$ cat config.mk
export PLATFORM = sky130hd
export DESIGN_NAME = lcd_text_buffer
export DESIGN_NICKNAME = d
export VERILOG_FILES = /design/src/rtl/lcd_pkg.sv /design/src/rtl/lcd_char_ram.sv /design/src/rtl/lcd_text_buffer.sv
export SDC_FILE = /design/constraint.sdc
export NUM_CORES = 1
export LEC_CHECK = 0
export CORE_ASPECT_RATIO = 0.75
export CORE_UTILIZATION = 46
export DETAILED_ROUTE_END_ITERATION = 10
export PLACE_DENSITY = 0.7
export REMOVE_ABC_BUFFERS = 1
export SLEW_MARGIN = 20
export SYNTH_ARGS = -nofsm -noshare
export SYNTH_HDL_FRONTEND = slang
export SYNTH_SLANG_ARGS = --single-unit
export TNS_END_PERCENT = 10
$ cat constraint.sdc
create_clock -name clk -period 10.45 [get_ports clk]
set_input_delay 2.6125 -clock clk [delete_from_list [all_inputs] [get_ports clk]]
set_output_delay 2.6125 -clock clk [all_outputs]
set_load 0.02 [all_outputs]
$ cat src/rtl/lcd_pkg.sv
// ---------------------------------------------------------------------------
// lcd_pkg
// Shared constants for the LCD text buffer: control codes understood by the
// byte decoder, the printable ASCII window, and the controller state encoding.
// No ports (package).
// ---------------------------------------------------------------------------
package lcd_pkg;

  localparam logic [7:0] CH_BS     = 8'h08;
  localparam logic [7:0] CH_LF     = 8'h0A;
  localparam logic [7:0] CH_FF     = 8'h0C;
  localparam logic [7:0] CH_SPACE  = 8'h20;

  // Inclusive bounds of the bytes that are stored into the frame buffer.
  localparam logic [7:0] PRINT_MIN = 8'h20;
  localparam logic [7:0] PRINT_MAX = 8'h7E;

  typedef enum logic {
    S_IDLE  = 1'b0,
    S_CLEAR = 1'b1
  } lcd_state_t;

  function automatic logic is_printable(input logic [7:0] c);
    return (c >= PRINT_MIN) && (c <= PRINT_MAX);
  endfunction

endpackage

$ cat src/rtl/lcd_char_ram.sv
// ---------------------------------------------------------------------------
// lcd_char_ram
// DEPTH x 8 character storage. Every cell resets asynchronously to FILL_CHAR
// so a reset always presents a blank screen without a sweep.
// Ports:
//   clk, rst          clock, asynchronous active-high reset
//   we, waddr, wdata  single write port, written on the rising edge
//   raddr, rdata      registered read port, 1-cycle latency
// A read and write of the same cell in one cycle returns the old contents.
// ---------------------------------------------------------------------------
module lcd_char_ram #(
  parameter int         DEPTH     = 32,
  parameter int         AW        = 5,
  parameter logic [7:0] FILL_CHAR = 8'h20
) (
  input  logic          clk,
  input  logic          rst,
  input  logic          we,
  input  logic [AW-1:0] waddr,
  input  logic [7:0]    wdata,
  input  logic [AW-1:0] raddr,
  output logic [7:0]    rdata
);

  logic [7:0] mem_q [DEPTH];
  logic [7:0] mem_d [DEPTH];
  logic [7:0] rdata_q;
  logic [7:0] rdata_d;

  always_comb begin
    mem_d = mem_q;
    if (we) begin
      mem_d[waddr] = wdata;
    end
  end

  // Read samples the pre-write array, giving read-before-write behaviour.
  always_comb begin
    rdata_d = mem_q[raddr];
  end

  always_ff @(posedge clk or posedge rst) begin
    if (rst) begin
      for (int i = 0; i < DEPTH; i++) begin
        mem_q[i] <= FILL_CHAR;
      end
      rdata_q <= FILL_CHAR;
    end else begin
      mem_q   <= mem_d;
      rdata_q <= rdata_d;
    end
  end

  assign rdata = rdata_q;

endmodule

$ cat src/rtl/lcd_text_buffer.sv
// ---------------------------------------------------------------------------
// lcd_text_buffer
// COLS x ROWS character frame buffer feeding the TextLCD driver. Decodes a
// host byte stream (printable ASCII, LF, BS, FF), tracks the cursor with line
// wrap, and flags the screen dirty until the LCD stage acknowledges a refresh.
// Ports:
//   clk, resetn              clock, asynchronous reset (active HIGH)
//   in_valid/in_ready/in_char host byte stream
//   rd_row, rd_col, rd_char  registered cell read port (1-cycle latency)
//   cur_row, cur_col         registered cursor position
//   dirty, refresh_ack       screen-changed flag and its clear
// ---------------------------------------------------------------------------
module lcd_text_buffer
  import lcd_pkg::*;
#(
  parameter int         COLS      = 16,
  parameter int         ROWS      = 2,
  parameter logic [7:0] FILL_CHAR = 8'h20
) (
  input  logic                    clk,
  input  logic                    resetn,
  input  logic                    in_valid,
  output logic                    in_ready,
  input  logic [7:0]              in_char,
  input  logic [$clog2(ROWS)-1:0] rd_row,
  input  logic [$clog2(COLS)-1:0] rd_col,
  output logic [7:0]              rd_char,
  output logic [$clog2(ROWS)-1:0] cur_row,
  output logic [$clog2(COLS)-1:0] cur_col,
  output logic                    dirty,
  input  logic                    refresh_ack
);

  localparam int RW    = $clog2(ROWS);
  localparam int CW    = $clog2(COLS);
  localparam int AW    = RW + CW;
  localparam int DEPTH = COLS * ROWS;
  localparam logic [AW-1:0] LAST_IDX = AW'(DEPTH - 1);

  // Because COLS and ROWS are powers of two, the flat cell index {row, col}
  // equals row*COLS+col, so advancing/retreating the cursor with line wrap
  // and screen wrap is a plain AW-bit increment/decrement.
  lcd_state_t    state_q, state_d;
  logic [AW-1:0] cur_q, cur_d;
  logic [AW-1:0] clr_idx_q, clr_idx_d;
  logic          dirty_q, dirty_d;

  logic          fire;
  logic          we;
  logic [AW-1:0] waddr;
  logic [7:0]    wdata;
  logic [RW-1:0] row_next;

  assign in_ready = (state_q == S_IDLE);
  assign fire     = in_valid && in_ready;
  assign row_next = cur_q[AW-1:CW] + RW'(1);

  always_ff @(posedge clk or posedge resetn) begin
    if (resetn) begin
      state_q <= S_IDLE;
    end else begin
      state_q <= state_d;
    end
  end

  always_comb begin
    state_d = state_q;
    case (state_q)
      S_IDLE:  if (fire && (in_char == CH_FF)) state_d = S_CLEAR;
      S_CLEAR: if (clr_idx_q == LAST_IDX)      state_d = S_IDLE;
      default: state_d = S_IDLE;
    endcase
  end

  always_comb begin
    cur_d     = cur_q;
    clr_idx_d = clr_idx_q;
    we        = 1'b0;
    waddr     = cur_q;
    wdata     = FILL_CHAR;
    case (state_q)
      S_IDLE: begin
        if (fire) begin
          if (is_printable(in_char)) begin
            we    = 1'b1;
            wdata = in_char;
            cur_d = cur_q + AW'(1);
          end else if (in_char == CH_LF) begin
            cur_d = {row_next, CW'(0)};
          end else if (in_char == CH_BS) begin
            if (cur_q != '0) begin
              we    = 1'b1;
              waddr = cur_q - AW'(1);
              cur_d = cur_q - AW'(1);
            end
          end else if (in_char == CH_FF) begin
            clr_idx_d = '0;
          end
        end
      end
      S_CLEAR: begin
        we        = 1'b1;
        waddr     = clr_idx_q;
        clr_idx_d = clr_idx_q + AW'(1);
        if (clr_idx_q == LAST_IDX) begin
          cur_d = '0;
        end
      end
      default: ;
    endcase
  end

  // Any cell write sets dirty and overrides a coincident refresh_ack.
  always_comb begin
    dirty_d = dirty_q;
    if (refresh_ack) dirty_d = 1'b0;
    if (we)          dirty_d = 1'b1;
  end

  always_ff @(posedge clk or posedge resetn) begin
    if (resetn) begin
      cur_q     <= '0;
      clr_idx_q <= '0;
      dirty_q   <= 1'b1;
    end else begin
      cur_q     <= cur_d;
      clr_idx_q <= clr_idx_d;
      dirty_q   <= dirty_d;
    end
  end

  lcd_char_ram #(
    .DEPTH     (DEPTH),
    .AW        (AW),
    .FILL_CHAR (FILL_CHAR)
  ) u_ram (
    .clk   (clk),
    .rst   (resetn),
    .we    (we),
    .waddr (waddr),
    .wdata (wdata),
    .raddr ({rd_row, rd_col}),
    .rdata (rd_char)
  );

  assign cur_row = cur_q[AW-1:CW];
  assign cur_col = cur_q[CW-1:0];
  assign dirty   = dirty_q;

endmodule
==> flow_summary.toml, run 1 <==
[run_status]
status = "complete, no violations"

[floorplanning]
die_y_um = 147
rows = 52
core-area_um2 = 27300
die_w_um = 196
io_pins = 32
dieArea_um2 = 28800
start_util_pct = 47.4

[critical_path]
crit_path_start_kind = "input pin"
cp_data_required_time_ns = 10.87
critical_path_class = "in -> reg"
crit_path_end_kind = "flop"
worstPathArrival_ns = 6.71
cp_max_fo = 15

[power_and_ir_drop]
clockPowerShare_pct = 40.8
powerDensity_nw_per_um2 = 170
p_leak_nw = 6.55
power_switching_uw = 607
intPower_mw = 1.85
switching_share_pct = 24.7
comb_power_share_pct = 11.3
p_seq_share_pct = 47.9
totalPowerFinal_mw = 2.46
max-vdd-ir-drop_v = 0.000151

[cts]
cts_tree = "yes"
cts.sinks = 276
clkTransAtPathRegs_ns = 0.06
cts.path.max_buffers = 3
post_cts_buffers = 0
clk_latency_ns = 0.54
cts_buffers = 28
cts_hold_repair.buffers = 0
htreeDepth = 1
cts_root_buffer = "clkbuf_16"
cts_resized = 0

[final_layout]
fin_nets = 882
final_cells = 1234
fin_area_um2 = 14500
synthToLayoutAreaGrowth_pct = 12.0
layout-drive-gt1-share_pct = 48.1
diodes = 0

[synthesis]
synth_area_leaders = "dfrtp_1 (47%), mux2_2 (19%), mux4_2 (14%), dfstp_2 (6.9%), nor2b_1 (1.1%)"
yosys.area.top_type = "dfrtp_1"
async_reset_ff_share_pct = 100
yosysMostFrequentCell = "dfrtp_1"
yosys-top-cells-count = "dfrtp_1 (242), mux2_2 (217), mux4_2 (80), clkbuf_1 (34), dfstp_2 (34)"
avgSynthCellArea_um2 = 15.3
synth_ff_type = "dfrtp_1"
yosysTopAreaCellShare_pct = 46.8
netlist_area_um2 = 12900
synth_edf_count = 0
synth.distinct_cells = 62
postSynthCellCount = 846
ys_warn_count = 0
ys_ff_latch = 276
ys_seq_area_share_pct = 53.7

[timing]
rsz0062_at_grt = "no"
worst_slack_ns = 4.16
max_freq_ghz = 0.159
setup-violations-final = 0
period_minus_slack_ns = 6.29
hold_viol = 0
slew_headroom_pct = 21.6
tightest_slew_ns = 1.17
fin_worst_skew_ns = 0.00896
min_period_over_period_pct = 60.2
fin_setup_tns_ns = 0
slew_viol_final = 0

[global_route]
grt_max_degree = 174
grt_usage_pct = 21.1
grt_pass1_wl_um = 45900
grt_pass1_vias = 7433
grt_overflow = 0
antenna_found_initial = 0

[placement]
dp_slack_ns = 3.66
dp.cells = 1182
dp.final_hpwl_um = 18100
place.gp.congestion = 0.904
postPlaceCellArea_um2 = 13600
port-buffer-count = 31

[min_path]
hold_path.class = "reg -> reg"

[drt]
wirelength_um = 29100
wire_per_inst_um = 23.6
vias = 7331
drt_iter0_drc = 567
drtPass1Iterations = 5
via_per_inst = 5.94
ant_nets = 0
remaining_drc_errors = 0

[run]
cap_viol_max_count = 0
## state kept, by name (all words and copies together), names as in the netlist
name and count:
clr_idx_q 5, cur_q 5, dirty 1, state_q 1, u_ram.mem_q 256, u_ram.rdata 8
## power groups by stage
| stage | Sequential [mW] | Combinational (mW) | Clock (mW) |
|---|---|---|---|
| global placement | 1.19 | 0.274 | 0 |
| global route | 1.18 | 0.300 | 1.07 |
| detailed placement | 1.20 | 0.277 | 0 |
| CTS | 1.18 | 0.279 | 1.02 |
| floorplan | 1.19 | 0.173 | 0 |
| finish | 1.18 | 0.278 | 1.00 |
## cell usage in the layout, fill, tap and decap left out, drive strengths merged, types with 6 or more instances in the layout
cell | Yosys | layout
and2 | 14 | 14
nand2 | 19 | 19
clkbuf | 34 | 45
mux2 | 232 | 232
nor2b | 23 | 23
nand2b | 7 | 7
nand3 | 8 | 8
clkdlybuf4s50 | 0 | 29
dfstp | 34 | 34
nor2 | 25 | 25
mux4 | 80 | 80
o21ai | 16 | 16
inv | 6 | 7
dfrtp | 242 | 242
buf | 22 | 12
and3 | 9 | 9
nor4 | 6 | 6
a21oi | 8 | 8
nor3 | 8 | 8
## critical path, stage by stage
cell and delay (ns):
clkdlybuf4s50_1 0.52, and4_1 0.29, a21boi_1 0.76, o21ai_0 0.44, o221ai_1 0.40, nand3_2 0.42, nor2b_1 0.83, mux2_2 0.41
## logic make-up after synthesis
family          share of synthesized area [%]
buf+inv                                  1.96
simple gates                             6.34
mux                                      34.5
fa+ha+maj                               0.387
compound gates                           3.02
xor+xnor                                0.135
flops                                    53.7
## routing by layer
layer	share of wire, %	vias up	wire (um)	track usage, %
met2	43	149	12700	30.2
met4	1.6	0	469	3.98
met3	4.4	34	1270	3.70
met5	0	-	0	0
met1	51	3943	14700	33.7
li1	-	3205	-	-
## path summary, 6_finish.rpt
path                                  from          endpoint  slack, ns  cells after the start
min in group asynchronous           resetn          cur_q[2]       2.56                      2
worst min-delay path                 dirty             dirty       0.47                      2
worst max-delay path            in_char[6]   u_ram.mem_q[48]       4.16                      8
worst max register to register    cur_q[0]  u_ram.mem_q[170]       6.42                      9
max in group asynchronous           resetn  u_ram.mem_q[145]       6.53                      3
worst min register to register       dirty             dirty       0.47                      2
## metrics by stage
step	util [%]	hold WS (ns)
finish	53.0	0.471
global route	53.0	0.502
CTS	53.0	0.473
detailed placement	49.6	0.469
global placement	49.6	0.459
floorplan	-	0.448
## area by class of cell
| cell class | count | area, um^2 |
|---|---|---|
| fill | 2236 | 12800 |
| sequential | 276 | 6950 |
| multi-input combinational | 507 | 5750 |
| clock buffer | 45 | 866 |
| tap | 351 | 439 |
| timing repair buffer | 41 | 393 |
| clock inverter | 7 | 66.3 |
| inverter | 7 | 33.8 |
Note: power is estimated with default switching activity, not from simulation.
==> run 2: changes to the inputs <==
Clock period 10.45 ns to 5.4 ns, I/O delays scaled along.
==> flow_summary.toml, run 2 (synthesis results as in run 1) <==
[power_and_ir_drop]
max-vdd-ir-drop_v = 0.000265
intPower_mw = 3.49
p_seq_share_pct = 48.9
clockPowerShare_pct = 39.4
comb_power_share_pct = 11.7
totalPowerFinal_mw = 4.66
switching_share_pct = 25.0
power_switching_mw = 1.17
p_leak_nw = 6.60
powerDensity_nw_per_um2 = 320

[timing]
slew_headroom_pct = 36.0
hold_viol = 0
fin_worst_skew_ns = 0.00910
period_minus_slack_ns = 4.37
max_freq_ghz = 0.229
setup-violations-final = 0
rsz0062_at_grt = "no"
tightest_slew_ns = 0.960
slew_viol_final = 0
min_period_over_period_pct = 81.0

[cts]
post_cts_buffers = 0
cts.path.max_buffers = 3
cts_hold_repair.buffers = 0
cts.sinks = 276
cts_root_buffer = "clkbuf_16"
htreeDepth = 1
cts_resized = 0
cts_buffers = 28
cts_tree = "yes"
clk_latency_ns = 0.54
clkTransAtPathRegs_ns = 0.06

[global_route]
grt_pass1_vias = 7559
antenna_found_initial = 0
grt_max_degree = 134
grt_pass1_wl_um = 46900
grt_usage_pct = 21.5
grt_overflow = 0

[placement]
dp.cells = 1198
postPlaceCellArea_um2 = 13700
port-buffer-count = 31
place.gp.congestion = 0.868
dp.final_hpwl_um = 18900

[critical_path]
crit_path_start_kind = "input pin"
crit_path_end_kind = "flop"
worstPathArrival_ns = 4.78
cp_max_fo = 10
critical_path_class = "in -> reg"
cp_data_required_time_ns = 5.81

[drt]
via_per_inst = 6.04
vias = 7555
ant_nets = 0
wire_per_inst_um = 23.9
wirelength_um = 29900
drtPass1Iterations = 5
drt_iter0_drc = 655
remaining_drc_errors = 0

[floorplanning]
die_y_um = 147
core-area_um2 = 27300
rows = 52
start_util_pct = 47.4
io_pins = 32
dieArea_um2 = 28800
die_w_um = 196

[final_layout]
largest_reg_flops = 256
multiInputGateArea_um2 = 5740
fin_area_um2 = 14600
fin_nets = 898
final_common_cell = "dfrtp_1"
diodes = 0
regArea_um2 = 6950
fillers = 2247
final_cells = 1250
regMostFlops = "u_ram.mem_q"
layout-drive-gt1-share_pct = 48.4
synthToLayoutAreaGrowth_pct = 12.5
layout_common_cells = "dfrtp_1 (242), mux2_2 (217), mux4_2 (80), dfstp_2 (34)"

[min_path]
hold_path.class = "reg -> reg"

[run_status]
status = "complete, no violations"

[run]
cap_viol_max_count = 0
run 2: changes by cell type in the layout (fill, tap and decap cells not counted), moves of 2 or more:
cell,before,now
clkbuf_1,8,11
clkinv_4,0,2
buf_4,11,26
clkbuf_8,8,4
run 2: power by group through the flow:
stage / registers, mW / clock network [mW] / logic [mW]
finish: 2.28 / 1.83 / 0.544
detailed placement: 2.31 / 0 / 0.542
global route: 2.29 / 1.96 / 0.587
CTS: 2.28 / 1.88 / 0.546
floorplan: 2.30 / 0 / 0.336
global placement: 2.31 / 0 / 0.532
run 2: through the flow:
stage	utilization, %	setup TNS (ns)	worst slack, ns	hold WS [ns]
6_report	53.3	0	1.03	0.481
5_1_grt	53.3	0	0.789	0.498
4_1_cts	53.3	0	1.03	0.487
3_5_place_dp	50.1	0	0.477	0.468
3_3_place_gp	50.1	0	0.507	0.460
2_1_floorplan	-	-893.51	-3.50	0.448
run 2: path summary, 6_finish.rpt:
path	startpoint	endpoint	slack, ns	cells after the start
setup / recovery	in_char[2]	u_ram.mem_q[161]	1.03	8
hold / removal	u_ram.mem_q[175]	u_ram.mem_q[175]	0.48	1
setup reg to reg	cur_q[0]	u_ram.mem_q[73]	1.50	9
hold reg to reg	u_ram.mem_q[175]	u_ram.mem_q[175]	0.48	1
max in group asynchronous	resetn	u_ram.mem_q[45]	3.02	3
min in group asynchronous	resetn	cur_q[3]	1.40	2
run 2: worst max-delay path: stages:
cell and delay [ns]:
clkdlybuf4s50_1 0.50, or4b_4 0.62, o21a_1 0.22, a21oi_1 0.25
a211oi_4 0.13, nor4_1 0.79, nand2_1 0.51, mux2_2 0.41
run 2: per-layer routing:
metal,up-vias,global-route usage (%),share of wire [%]
met3,21,2.46,4.4
met1,4118,35.1,50
met2,170,31.5,45
met5,-,0,0
li1,3246,-,-
met4,0,2.42,0.95
run 2: area by class of cell:
| type | instances | share of cell area [%] |
|---|---|---|
| clock buffers | 44 | 5.65 |
| clock inverters | 8 | 0.344 |
| inverters | 7 | 0.232 |
| multi-input cells | 507 | 39.4 |
| flip-flops and latches | 276 | 47.7 |
| well taps | 351 | 3.02 |
| repair buffers | 57 | 3.61 |
==> run 3: changes to the inputs <==
Settings changed: PLACE_DENSITY 0.7 to 0.67.
Clock period 5.4 ns to 4.03 ns, I/O delays scaled along.
==> flow_summary.toml, run 3 (synthesis results as in run 1) <==
[run_status]
status = "complete, no violations"

[cts]
htreeDepth = 1
post_cts_buffers = 0
cts_root_buffer = "clkbuf_16"
cts_buffers = 28
cts_resized = 0
cts.sinks = 276
clk_latency_ns = 0.55
clkTransAtPathRegs_ns = 0.06
cts_tree = "yes"
cts_hold_repair.buffers = 0
cts.path.max_buffers = 3

[floorplanning]
core-area_um2 = 27300
dieArea_um2 = 28800
start_util_pct = 47.4
die_y_um = 147
rows = 52
io_pins = 32
die_w_um = 196

[critical_path]
crit_path_start_kind = "input pin"
rrSetupSlack_ns = 0.45
cp_max_fo = 8
critical_path_class = "in -> reg"
crit_path_end_kind = "flop"
worstPathArrival_ns = 4.15
cp_data_required_time_ns = 4.46

[final_layout]
diodes = 0
synthToLayoutAreaGrowth_pct = 19.4
fillers = 2187
regMostFlops = "u_ram.mem_q"
fin_nets = 974
layout-drive-gt1-share_pct = 53.1
largest_reg_flops = 256
layout_common_cells = "dfrtp_1 (242), mux2_2 (217), buf_4 (85), mux4_2 (80), dfstp_2 (34)"
final_cells = 1325
final_common_cell = "dfrtp_1"

[drt]
wirelength_um = 30500
via_per_inst = 5.85
drtPass1Iterations = 4
wire_per_inst_um = 23.0
vias = 7747
drt_iter0_drc = 472
remaining_drc_errors = 0
ant_nets = 0

[global_route]
grt_pass1_vias = 7970
grt_overflow = 0
grt_pass1_wl_um = 48700
antenna_found_initial = 1
grt_usage_pct = 22.3
grt_max_degree = 90

[timing]
setup-violations-final = 0
period_minus_slack_ns = 3.72
min_period_over_period_pct = 92.3
worst_slack_ns = 0.309
max_freq_ghz = 0.269
tightest_slew_ns = 0.740
hold_viol = 0
fin_worst_skew_ns = 0.0114
slew_headroom_pct = 50.5
slew_viol_final = 0
rsz0062_at_grt = "no"

[power_and_ir_drop]
p_leak_nw = 7.10
powerDensity_nw_per_um2 = 428
max-vdd-ir-drop_v = 0.000350

[placement]
dp.final_hpwl_um = 20500
dp_slack_ns = -0.190
place.gp.congestion = 0.896
dp.cells = 1274
port-buffer-count = 31

[min_path]
hold_path.class = "reg -> reg"

[run]
cap_viol_max_count = 0
run 3: power breakdown:
group	leakage, nW	total (mW)	switching [mW]	internal (mW)
clock	0.487	2.76	1.10	1.66
sequential	3.72	3.05	0.104	2.94
combinational	2.89	0.809	0.410	0.399
run 3: area by class of cell:
class	count	area (um^2)	share of cell area, %
flip-flops and latches	276	6950	45.0
multi-input cells	507	5740	37.1
repair buffers	133	1310	8.47
clock buffers	38	810	5.24
well taps	351	439	2.84
clock inverters	13	171	1.11
inverters	7	33.8	0.219
run 3: routing by layer:
metal / vias to the layer above / wire length, um / track usage, %
met4: 0 / 355 / 3.28
met1: 4190 / 15600 / 35.8
met2: 140 / 12900 / 31.2
li1: 3390 / - / -
met5: - / 0 / 0
met3: 27 / 1660 / 5.26
run 3: worst paths after layout:
check,cells past startpoint,startpoint,endpoint
min in group asynchronous,2,resetn,u_ram.mem_q[87]
hold / removal,1,u_ram.mem_q[207],u_ram.mem_q[207]
max in group asynchronous,3,resetn,u_ram.mem_q[189]
setup / recovery,11,in_char[5],u_ram.mem_q[243]
setup reg to reg,9,cur_q[0],u_ram.mem_q[206]
hold reg to reg,1,u_ram.mem_q[207],u_ram.mem_q[207]
run 3: metrics by stage:
step | setup TNS (ns) | hold slack, ns | cell area (um^2) | total power, mW | util [%]
after floorplan | -1177.10 | 0.448 | 12700 | 3.53 | -
final | 0 | 0.481 | 15500 | 6.62 | 56.5
after global routing | 0 | 0.509 | 15500 | 6.87 | 56.5
after global placement | -6.70 | 0.458 | 14500 | 3.89 | 53.0
after CTS | 0 | 0.483 | 15500 | 6.68 | 56.5
after detailed placement | -16.92 | 0.465 | 14500 | 3.90 | 53.0
run 3: critical path: stages:
cell and delay (ns):
clkdlybuf4s50_1 0.53, or4b_4 0.60, o21a_1 0.22, a21oi_1 0.25, a211oi_4 0.11, buf_4 0.19
nor4_1 0.47, buf_4 0.23, nand2b_1 0.10, buf_12 0.16, mux2_2 0.27
